<file path="config.mk">
export PLATFORM = sky130hd
export DESIGN_NAME = display_sequencer_flat
export DESIGN_NICKNAME = d
export VERILOG_FILES = /design/src/rtl/display_sequencer_if.sv /design/src/rtl/display_sequencer.sv /design/src/flat_wrapper.sv
export SDC_FILE = /design/constraint.sdc
export NUM_CORES = 1
export LEC_CHECK = 0
export ABC_AREA = 0
export BUFFER_PORTS_ARGS = -buffer_cell sky130_fd_sc_hd__buf_4
export CORE_MARGIN = 10
export CORE_UTILIZATION = 50
export CTS_CLUSTER_DIAMETER = 120
export DETAILED_ROUTE_END_ITERATION = 10
export PLACE_DENSITY = 0.66
export SYNTH_ARGS = -nofsm -noshare
export SYNTH_HDL_FRONTEND = slang
export SYNTH_SLANG_ARGS = --single-unit
</file>
<file path="constraint.sdc">
create_clock -name clk -period 6.1 [get_ports clk]
set_input_delay 1.22 -clock clk [delete_from_list [all_inputs] [get_ports clk]]
set_output_delay 1.22 -clock clk [all_outputs]
set_load 0.03 [all_outputs]
</file>
<file path="src/rtl/display_sequencer_if.sv">
// Event and view signals between keypad/ALU control and the display sequencer.
// master: event source and display consumer; slave: the sequencer itself.
interface display_sequencer_if;
    logic       key_pulse;
    logic       result_pulse;
    logic       clear_pulse;
    logic [1:0] display_select;
    logic       splash_active;
    logic       hold_active;

    modport master (
        output key_pulse, result_pulse, clear_pulse,
        input  display_select, splash_active, hold_active
    );

    modport slave (
        input  key_pulse, result_pulse, clear_pulse,
        output display_select, splash_active, hold_active
    );
endinterface

</file>
<file path="src/rtl/display_sequencer.sv">
// Display policy controller: splash, entry view, result view with minimum hold.
// Define DISPSEQ_IDLE_SPLASH_EN to return to splash after an idle timeout.
module display_sequencer #(
    parameter int unsigned     CNT_W              = 26,
    parameter longint unsigned SPLASH_CYCLES      = 50000000,
    parameter longint unsigned RESULT_HOLD_CYCLES = 25000000,
    parameter longint unsigned IDLE_CYCLES        = 64'd1500000000 % (64'd1 << CNT_W)
) (
    input  logic clk,
    input  logic reset,
    display_sequencer_if.slave dsp
);

`ifdef DISPSEQ_IDLE_SPLASH_EN
    localparam bit IDLE_EN = 1'b1;
`else
    localparam bit IDLE_EN = 1'b0;
`endif

    localparam logic [CNT_W-1:0] SPLASH_LAST = CNT_W'(SPLASH_CYCLES - 1);
    localparam logic [CNT_W-1:0] HOLD_LAST   = CNT_W'(RESULT_HOLD_CYCLES - 1);
    localparam logic [CNT_W-1:0] IDLE_LAST   = CNT_W'(IDLE_CYCLES - 1);

    typedef enum logic [1:0] {SPLASH, ENTRY, RESULT} state_t;

    state_t           state, nxt_state;
    logic [CNT_W-1:0] cnt, nxt_cnt, cnt_inc;
    logic             pending_key, nxt_pending;
    logic             hold_done, nxt_hold_done;

    assign cnt_inc = (cnt == '1) ? cnt : cnt + CNT_W'(1);

    always_comb begin
        nxt_state     = state;
        nxt_cnt       = cnt;
        nxt_pending   = pending_key;
        nxt_hold_done = hold_done;
        if (dsp.clear_pulse) begin
            nxt_state     = ENTRY;
            nxt_cnt       = '0;
            nxt_pending   = 1'b0;
            nxt_hold_done = 1'b0;
        end else begin
            unique case (state)
                SPLASH: begin
                    if (cnt == SPLASH_LAST) begin
                        nxt_state = ENTRY;
                        nxt_cnt   = '0;
                    end else begin
                        nxt_cnt = cnt_inc;
                    end
                end
                ENTRY: begin
                    if (dsp.result_pulse) begin
                        nxt_state     = RESULT;
                        nxt_cnt       = '0;
                        nxt_pending   = 1'b0;
                        nxt_hold_done = 1'b0;
                    end else if (dsp.key_pulse) begin
                        nxt_cnt = '0;
                    end else if (IDLE_EN) begin
                        if (cnt == IDLE_LAST) begin
                            nxt_state = SPLASH;
                            nxt_cnt   = '0;
                        end else begin
                            nxt_cnt = cnt_inc;
                        end
                    end
                end
                RESULT: begin
                    if (dsp.result_pulse) begin
                        nxt_cnt       = '0;
                        nxt_pending   = 1'b0;
                        nxt_hold_done = 1'b0;
                    end else if (!hold_done) begin
                        // A key seen during the hold is deferred until the hold expires.
                        if (cnt == HOLD_LAST) begin
                            nxt_cnt = '0;
                            if (pending_key || dsp.key_pulse) begin
                                nxt_state   = ENTRY;
                                nxt_pending = 1'b0;
                            end else begin
                                nxt_hold_done = 1'b1;
                            end
                        end else begin
                            nxt_cnt = cnt_inc;
                            if (dsp.key_pulse) nxt_pending = 1'b1;
                        end
                    end else if (dsp.key_pulse) begin
                        nxt_state     = ENTRY;
                        nxt_cnt       = '0;
                        nxt_hold_done = 1'b0;
                    end else if (IDLE_EN) begin
                        if (cnt == IDLE_LAST) begin
                            nxt_state     = SPLASH;
                            nxt_cnt       = '0;
                            nxt_hold_done = 1'b0;
                        end else begin
                            nxt_cnt = cnt_inc;
                        end
                    end
                end
                default: nxt_state = SPLASH;
            endcase
        end
    end

    // Outputs are decoded from the next state so they change on the triggering edge.
    always_ff @(posedge clk or posedge reset) begin
        if (reset) begin
            state              <= SPLASH;
            cnt                <= '0;
            pending_key        <= 1'b0;
            hold_done          <= 1'b0;
            dsp.display_select <= 2'b10;
            dsp.splash_active  <= 1'b1;
            dsp.hold_active    <= 1'b0;
        end else begin
            state             <= nxt_state;
            cnt               <= nxt_cnt;
            pending_key       <= nxt_pending;
            hold_done         <= nxt_hold_done;
            dsp.splash_active <= (nxt_state == SPLASH);
            dsp.hold_active   <= (nxt_state == RESULT) && !nxt_hold_done;
            unique case (nxt_state)
                SPLASH:  dsp.display_select <= 2'b10;
                ENTRY:   dsp.display_select <= 2'b00;
                RESULT:  dsp.display_select <= 2'b01;
                default: dsp.display_select <= 2'b10;
            endcase
        end
    end

endmodule
</file>
<file path="src/flat_wrapper.sv">
// flat-port wrapper written by rule: the top's interface ports become plain ports
module display_sequencer_flat 
#(
    parameter int unsigned     CNT_W              = 26,
    parameter longint unsigned SPLASH_CYCLES      = 50000000,
    parameter longint unsigned RESULT_HOLD_CYCLES = 25000000,
    parameter longint unsigned IDLE_CYCLES        = 64'd1500000000 % (64'd1 << CNT_W)
)
  (clk, reset, dsp_key_pulse, dsp_result_pulse, dsp_clear_pulse, dsp_display_select, dsp_splash_active, dsp_hold_active);
  display_sequencer_if dsp_i ();
  input  logic clk;
  input  logic reset;
  input wire logic [$bits(dsp_i.key_pulse)-1:0] dsp_key_pulse;
  input wire logic [$bits(dsp_i.result_pulse)-1:0] dsp_result_pulse;
  input wire logic [$bits(dsp_i.clear_pulse)-1:0] dsp_clear_pulse;
  output wire logic [$bits(dsp_i.display_select)-1:0] dsp_display_select;
  output wire logic [$bits(dsp_i.splash_active)-1:0] dsp_splash_active;
  output wire logic [$bits(dsp_i.hold_active)-1:0] dsp_hold_active;
  assign dsp_i.key_pulse = dsp_key_pulse;
  assign dsp_i.result_pulse = dsp_result_pulse;
  assign dsp_i.clear_pulse = dsp_clear_pulse;
  assign dsp_display_select = dsp_i.display_select;
  assign dsp_splash_active = dsp_i.splash_active;
  assign dsp_hold_active = dsp_i.hold_active;
  display_sequencer #(.CNT_W(CNT_W), .SPLASH_CYCLES(SPLASH_CYCLES), .RESULT_HOLD_CYCLES(RESULT_HOLD_CYCLES), .IDLE_CYCLES(IDLE_CYCLES)) u_core (.clk(clk), .reset(reset), .dsp(dsp_i));
endmodule
</file>
==> results of run 1 <==
[stage by stage]
stage	utilization (%)	setup WS, ns	std cells
after floorplan	-	3.50	414
after global placement	51.6	2.79	468
after detailed placement	51.6	2.74	468
after CTS	53.1	3.04	476
after global routing	53.1	2.67	476
final	53.1	2.95	476
[final timing paths]
path	endpoint	cells after the start
setup / recovery	u_core.cnt[18]	7
min in group asynchronous	u_core.cnt[17]	3
max in group asynchronous	u_core.dsp.splash_active	3
hold / removal	u_core.pending_key	2
hold reg to reg	u_core.pending_key	2
setup reg to reg	u_core.cnt[18]	7
[cell families after synthesis]
family / synth area share, %
AOI/OAI and AO/OA: 31.1
xor gates and xnor gates: 2.96
adders and majority gates: 2.69
buffers and inverters: 6.03
DFF: 26.2
muxes: 1.23
and+or+nand+nor: 29.8
[state kept, by name, summed over array words and instances (netlist names)]
signal	count
u_core.cnt	26
u_core.dsp.display_select	2
u_core.state	2
u_core.dsp.hold_active	1
u_core.dsp.splash_active	1
u_core.hold_done	1
u_core.pending_key	1
[synthesized netlist by cell type (5+ instances only)]
cell      count  share of area (%)
xnor2_1       5                1.3
nand2_1      37                4.3
o21ai_1       6               0.92
o311ai_0      7                1.9
buf_2         9                1.4
o21ai_0      38                5.8
nand3_1      21                3.2
a32o_1        8                2.5
ha_1          7                2.7
nor2_1       39                4.5
inv_1         7               0.81
a21oi_1      27                4.1
nor3_1       10                1.5
a22o_1        5                1.3
nand4_1       8                1.5
dfrtp_1      32                 25
xor2_1        6                1.6
nor2b_1       5               0.96
buf_4         7                1.6
a31oi_1       8                1.5
o31ai_1       6                1.4
and4_1        5                1.3
clkbuf_1     18                2.1
[layout make-up]
| type | count | share of cell area (%) |
|---|---|---|
| multi-input cells | 338 | 65.7 |
| flip-flops and latches | 34 | 25.3 |
| well taps | 77 | 2.86 |
| repair buffers | 12 | 2.67 |
| clock buffers | 7 | 2.56 |
| inverters | 7 | 0.780 |
| clock inverters | 1 | 0.148 |
[power by group through the flow]
stage | combinational, uW | clock, uW | sequential [uW]
5_1_grt | 468 | 196 | 404
2_1_floorplan | 383 | 0 | 328
3_5_place_dp | 416 | 0 | 394
3_3_place_gp | 410 | 0 | 393
6_report | 424 | 186 | 393
4_1_cts | 418 | 188 | 389
[per-layer routing]
| layer | share of wire (%) | track usage (%) | routed length [um] |
|---|---|---|---|
| met4 | 3.1 | 8.48 | 311 |
| met3 | 9.5 | 4.39 | 954 |
| met2 | 44 | 29.1 | 4420 |
| met5 | 0 | 0 | 0 |
| met1 | 43 | 26.9 | 4350 |
[worst min-delay path, cell delays in order, from the launching register on]
cell and delay [ns]:
dfrtp_1 0.37, mux2i_1 0.08, nor2_1 0.08
[cells in the final DEF, fill, tap and decap left out, types with 5 or more instances in the layout]
cell / n
and4_1: 5
buf_4: 12
clkbuf_8: 6
o21ai_1: 6
nand2_1: 37
nand3_1: 21
xnor2_1: 5
inv_1: 7
a32o_1: 8
a21oi_1: 27
nand4_1: 8
o311ai_0: 7
nor2_1: 39
a22o_1: 5
dfrtp_1: 32
nor3_1: 9
nor2b_1: 5
o31ai_1: 6
a31oi_1: 8
xor2_1: 6
o21ai_0: 38
ha_1: 7
==> impl_results.md, run 1 <==
- Setup repair bufs after CTS: 0
- EDFF count, synth: 0
- Cell area after layout: 3370 sq um
- All-layer global routing usage: 19.8%
- Net Sw Power: 470 uW
- Flop2flop setup slack: 2.96 ns
- First-pass GRT wire length: 16300 um
- Clock skew: 0.00806 ns
- Die width: 101 um
- Vias per inst: 7.07
- # fillers: 577
- Fmax: 317 MHz
- Longest Clk Path Bufs: 2
- Clk pwr share: 18.5%
- GPL Wtd Cong: 0.985
- CTS tree: done
- Crit-path cells: buf_4 -> nand2b_1 -> nor2_1 -> o21ai_1 -> nand2_1 -> o21ai_0 -> o21ai_0
- Initial antenna violation count: 0
- Critical Path RT: 6.26 ns
- Resized cells post-CTS: 0
- Synth Cell Area: 3260 sq um
- Period utilisation layout: 51.7%
- Iter 0 DRT Violations: 430
- Critical path arrival: 3.32 ns
- Die height: 101 um
- Sequential Power Share: 39.2%
- HP Start: u_core.pending_key
- Post-detailed-route wirelength per cell: 21.1 um
- PortBufs: 8
- Crit path buffers/inverters: 1
- HP Class: register to register
- Area growth syn-to-layout: 3.46%
- Headroom to the max-slew limit: 26.8%
- Worst-Margin Slew: 1.09 ns
- Clk Latency, worst-skew pair: 0.30 ns
- Clock sinks: 34
- DP Area: 3280 sq um
- Final hold violations: 0
- Max Slew Vio Count: 0
- Cell mode on critical path: o21ai_0
- Total power: 1000 uW
- Critical path startpoint: dsp_result_pulse
- Startpoint types: primary input
- Status: finished, final reports clean
- Clock transition at the registers of the reported paths: 0.08 ns
- Crit-path max FO: 14
- Antenna viol nets, final: 0
- Sequential cell area: 853 sq um
- Pleak: 0.00136 uW
- Share of layout cells above drive strength 1: 11.8%
- Length of the first detailed-routing pass in iterations: 6
- Setup TNS: 0 ns
- Row count: 29
- Syn Nets: 426
- Die Area: 10100 sq um
- Num CTS Buffers: 5
- Core area: 6350 sq um
- Final hold slack: 0.566 ns
- Power density over the cells: 298 nW/um^2
- Reg2Reg Launch Point: u_core.cnt[0]
- Final setup viols: 0
- Total Routed Length: 10000 um
- Vias in the first global route: 3113
- HPWL Detailed: 6920 um
- MaxCap Viol Count: 0
- Prevailing post-synth register cell: dfrtp_1
- H-tree depth: 2
- Total congestion overflow: 0
- Diodes inserted: 0
- Setup crit end kind: register
- Maximum vdd drop: 0.248 mV
- Via count: 3364
- Crit-path max cell delay: 0.55 ns
- Multi-input gate area: 2210 sq um
- Critical path class: primary input to register
- Root Driver: clkbuf_8
- Cts hold-fix bufs: 0
- Sequential-to-total area share from yosys stat: 26.2%
- Synth async-reset ratio: 100%
- Syn_area_per_cell: 7.87 sq um
- Seq cells post-synth: 34
- Internal power: 533 uW
- Combinational power share: 42.3%
- Post-layout min period: 3.15 ns
- Largest net degree at the start of global routing: 51
- Cell variety after synth: 73
- DR DRC count: 0
- RSZ-0062 raised after global routing: false
- Synth Warn #: 0
- CP top delay family: compound AO/OA/AOI/OAI gates
- Switching part of the total: 46.9%
- Starting Density: 51.3%
- NumNets Final: 410
- Crit-path slowest cell: o21ai_1
- Io pins: 9
- Gate Count Post-Synth: 414
No activity file was read; power rests on OpenSTA's default activity.
==> run 2, diff against run 1 <==
--- a/config.mk
+++ b/config.mk
@@ -5,7 +5,7 @@
 export SDC_FILE = /design/constraint.sdc
 export NUM_CORES = 1
 export LEC_CHECK = 0
-export ABC_AREA = 0
+export ABC_AREA = 1
 export BUFFER_PORTS_ARGS = -buffer_cell sky130_fd_sc_hd__buf_4
 export CORE_MARGIN = 10
 export CORE_UTILIZATION = 50
==> constraint.sdc (replaced) <==
create_clock -name clk -period 3 [get_ports clk]
set_input_delay 0.6 -clock clk [delete_from_list [all_inputs] [get_ports clk]]
set_output_delay 0.6 -clock clk [all_outputs]
set_load 0.03 [all_outputs]
==> impl_results.md, run 2 <==
- CTS tree: done
- Syn_area_per_cell: 5.73 sq um
- Crit-path max cell delay: 0.51 ns
- Antenna viol nets, final: 0
- Gate Count Post-Synth: 644
- Crit-path cells: ha_1 -> nand2_1 -> nor2_8 -> nand2_4 -> nor2_8 -> inv_1 -> nor2_1 -> nand2_1 -> nand3_1 -> nand2_1 -> nand2_1 -> nand2_1 -> nand2_1 -> nand2_1
- Post-detailed-route wirelength per cell: 16.5 um
- Most frequent cells in the layout: nand2_1, nor2_1, nand3_1, inv_1, a21oi_1
- Seq cells post-synth: 34
- Fmax: 424 MHz
- Synth Warn #: 0
- Syn Nets: 656
- Top-area cell type share of the netlist area: 23.8%
- Main combinational cell family by area after synthesis: simple AND/OR/NAND/NOR gates
- Critical path class: register to register
- Starting Density: 51.2%
- MaxCap Viol Count: 0
- Area leader, netlist: nand2_1
- Iter 0 DRT Violations: 446
- Clock skew: 0.0124 ns
- Die height: 106 um
- Clk Latency, worst-skew pair: 0.30 ns
- Critical path arrival: 2.56 ns
- Via count: 4173
- Crit-path slowest cell: dfrtp_1
- Biggest register: u_core.cnt
- Net Sw Power: 1230 uW
- Internal power: 1190 uW
- Startpoint types: register
- Total congestion overflow: 0
- Die Area: 11200 sq um
- H-tree depth: 2
- Synth Cell Area: 3690 sq um
- Top Registers: u_core.cnt x26, u_core.dsp.display_select x2, u_core.state x2
- Prevailing post-synth register cell: dfrtp_1
- Io pins: 9
- Clk pwr share: 15.7%
- Num CTS Buffers: 5
- Row count: 31
- Post-layout util: 53.8%
- Combinational power share: 48.3%
- Switching part of the total: 50.9%
- Simple-gate area share of the yosys netlist: 46.0%
- Max Slew Vio Count: 0
- Total Routed Length: 12100 um
- Cell variety after synth: 38
- Initial antenna violation count: 0
- HPWL Detailed: 8520 um
- Cell mode on critical path: nand2_1
- Mux cell area share after synthesis: 0%
- Maximum vdd drop: 0.339 mV
- Pleak: 0.00196 uW
- Critical Path RT: 3.20 ns
- Root Driver: clkbuf_8
- CP top delay family: simple AND/OR/NAND/NOR gates
- Setup repair bufs after CTS: 0
- DR DRC count: 0
- Die width: 106 um
- Area growth syn-to-layout: 5.08%
- Largest net degree at the start of global routing: 35
- RSZ-0062 raised after global routing: false
- Final setup viols: 0
- Sequential-to-total area share from yosys stat: 23.1%
- Final hold violations: 0
- Top post-synthesis cells by count: nand2_1, nor2_1, nand3_1, inv_1, a21oi_1
- Length of the first detailed-routing pass in iterations: 5
- Crit path buffers/inverters: 1
- Power density over the cells: 625 nW/um^2
- HP Class: primary input to async pin
- Synth top area cells: nand2_1, dfrtp_1, nor2_1
- Setup crit end kind: register
- Setup TNS: 0 ns
- Sequential Power Share: 36.0%
- Largest register FFs: 26
- Post-Synth XOR/XNOR Area: 3.08%
- Worst-Margin Slew: 0.606 ns
- Core area: 7210 sq um
- Clock sinks: 34
- Period utilisation layout: 78.6%
- All-layer global routing usage: 21.3%
- NumNets Final: 644
- Cts hold-fix bufs: 0
- Diodes inserted: 0
- Longest Clk Path Bufs: 2
- EDFF count, synth: 0
- Status: finished, final reports clean
- Headroom to the max-slew limit: 59.2%
- Post-Synth Adder-Cell Area: 2.37%
- Vias in the first global route: 3871
- Count leader, synth: nand2_1
- Most common cell after layout, fill and taps aside: nand2_1
- First-pass GRT wire length: 19800 um
- PortBufs: 8
- Resized cells post-CTS: 0
- GPL Wtd Cong: 0.970
- Share of layout cells above drive strength 1: 7.42%
- Post-layout min period: 2.36 ns
- Clock transition at the registers of the reported paths: 0.08 ns
- Vias per inst: 5.70
- Crit-path max FO: 8
- Synth async-reset ratio: 100%
- Synth Area in Compound Gates: 15.1%
==> run 2: final timing paths <==
| check | startpoint | endpoint | slack [ns] | depth (start not counted) |
|---|---|---|---|---|
| min in group clk | u_core.pending_key | u_core.pending_key | 0.58 | 2 |
| worst min register to register | u_core.pending_key | u_core.pending_key | 0.58 | 2 |
| worst min-delay path | reset | u_core.cnt[2] | 0.41 | 3 |
| max in group asynchronous | reset | u_core.dsp.display_select[1] | 2.22 | 3 |
| worst max-delay path | u_core.cnt[0] | u_core.cnt[0] | 0.64 | 14 |
| worst max register to register | u_core.cnt[0] | u_core.cnt[0] | 0.64 | 14 |
==> run 2: logic make-up (layout without fill, tap and decap cells) <==
logic type | count (synthesis) | in the layout
adder cells (fa/ha/maj) | 7 | 7
buffers and inverters | 91 | 80
flip-flops | 34 | 34
AO/OA/AOI/OAI | 103 | 103
AND/OR/NAND/NOR | 396 | 396
XOR/XNOR | 13 | 13
==> run 2: through the flow <==
stage | worst slack, ns | area [sq um] | total power, uW | hold WS (ns) | instances
6_report | 0.641 | 3880 | 2420 | 0.415 | 732
5_1_grt | 0.427 | 3880 | 2640 | 0.466 | 732
4_1_cts | 0.690 | 3880 | 2400 | 0.440 | 732
3_5_place_dp | 0.705 | 3780 | 2020 | 0.561 | 724
3_3_place_gp | 0.749 | 3780 | 1980 | 0.527 | 724
2_1_floorplan | 0.959 | 3690 | 1720 | 0.492 | 644
==> run 2: final cells by class <==
class	count	area, sq um
Fill cell	793	3340
Timing Repair Buffer	20	150
Clock inverter	2	12.5
Multi-Input combinational cell	519	2460
Inverter	52	195
Tap cell	99	124
Sequential cell	34	853
Clock buffer	6	82.6
==> run 2: tightest hold or removal path: cells and delay by family <==
family	cells	cell delay [ns]
buffers and inverters	3	0.56
==> run 2: power groups by stage <==
stage / registers, uW / logic [uW] / clock network, uW
after floorplan: 721 / 1000 / 0
after global placement: 860 / 1120 / 0
after detailed placement: 867 / 1150 / 0
after CTS: 858 / 1150 / 389
after global routing: 889 / 1340 / 410
final: 872 / 1170 / 381
==> run 2: routing by layer <==
layer	share of wire (%)	vias to the layer above	wire length [um]	GRT usage, %
li1	-	2041	-	-
met1	41	1904	4950	28.2
met2	47	203	5630	34.1
met3	10	25	1200	3.93
met4	2.5	0	303	6.87
met5	0	-	0	0
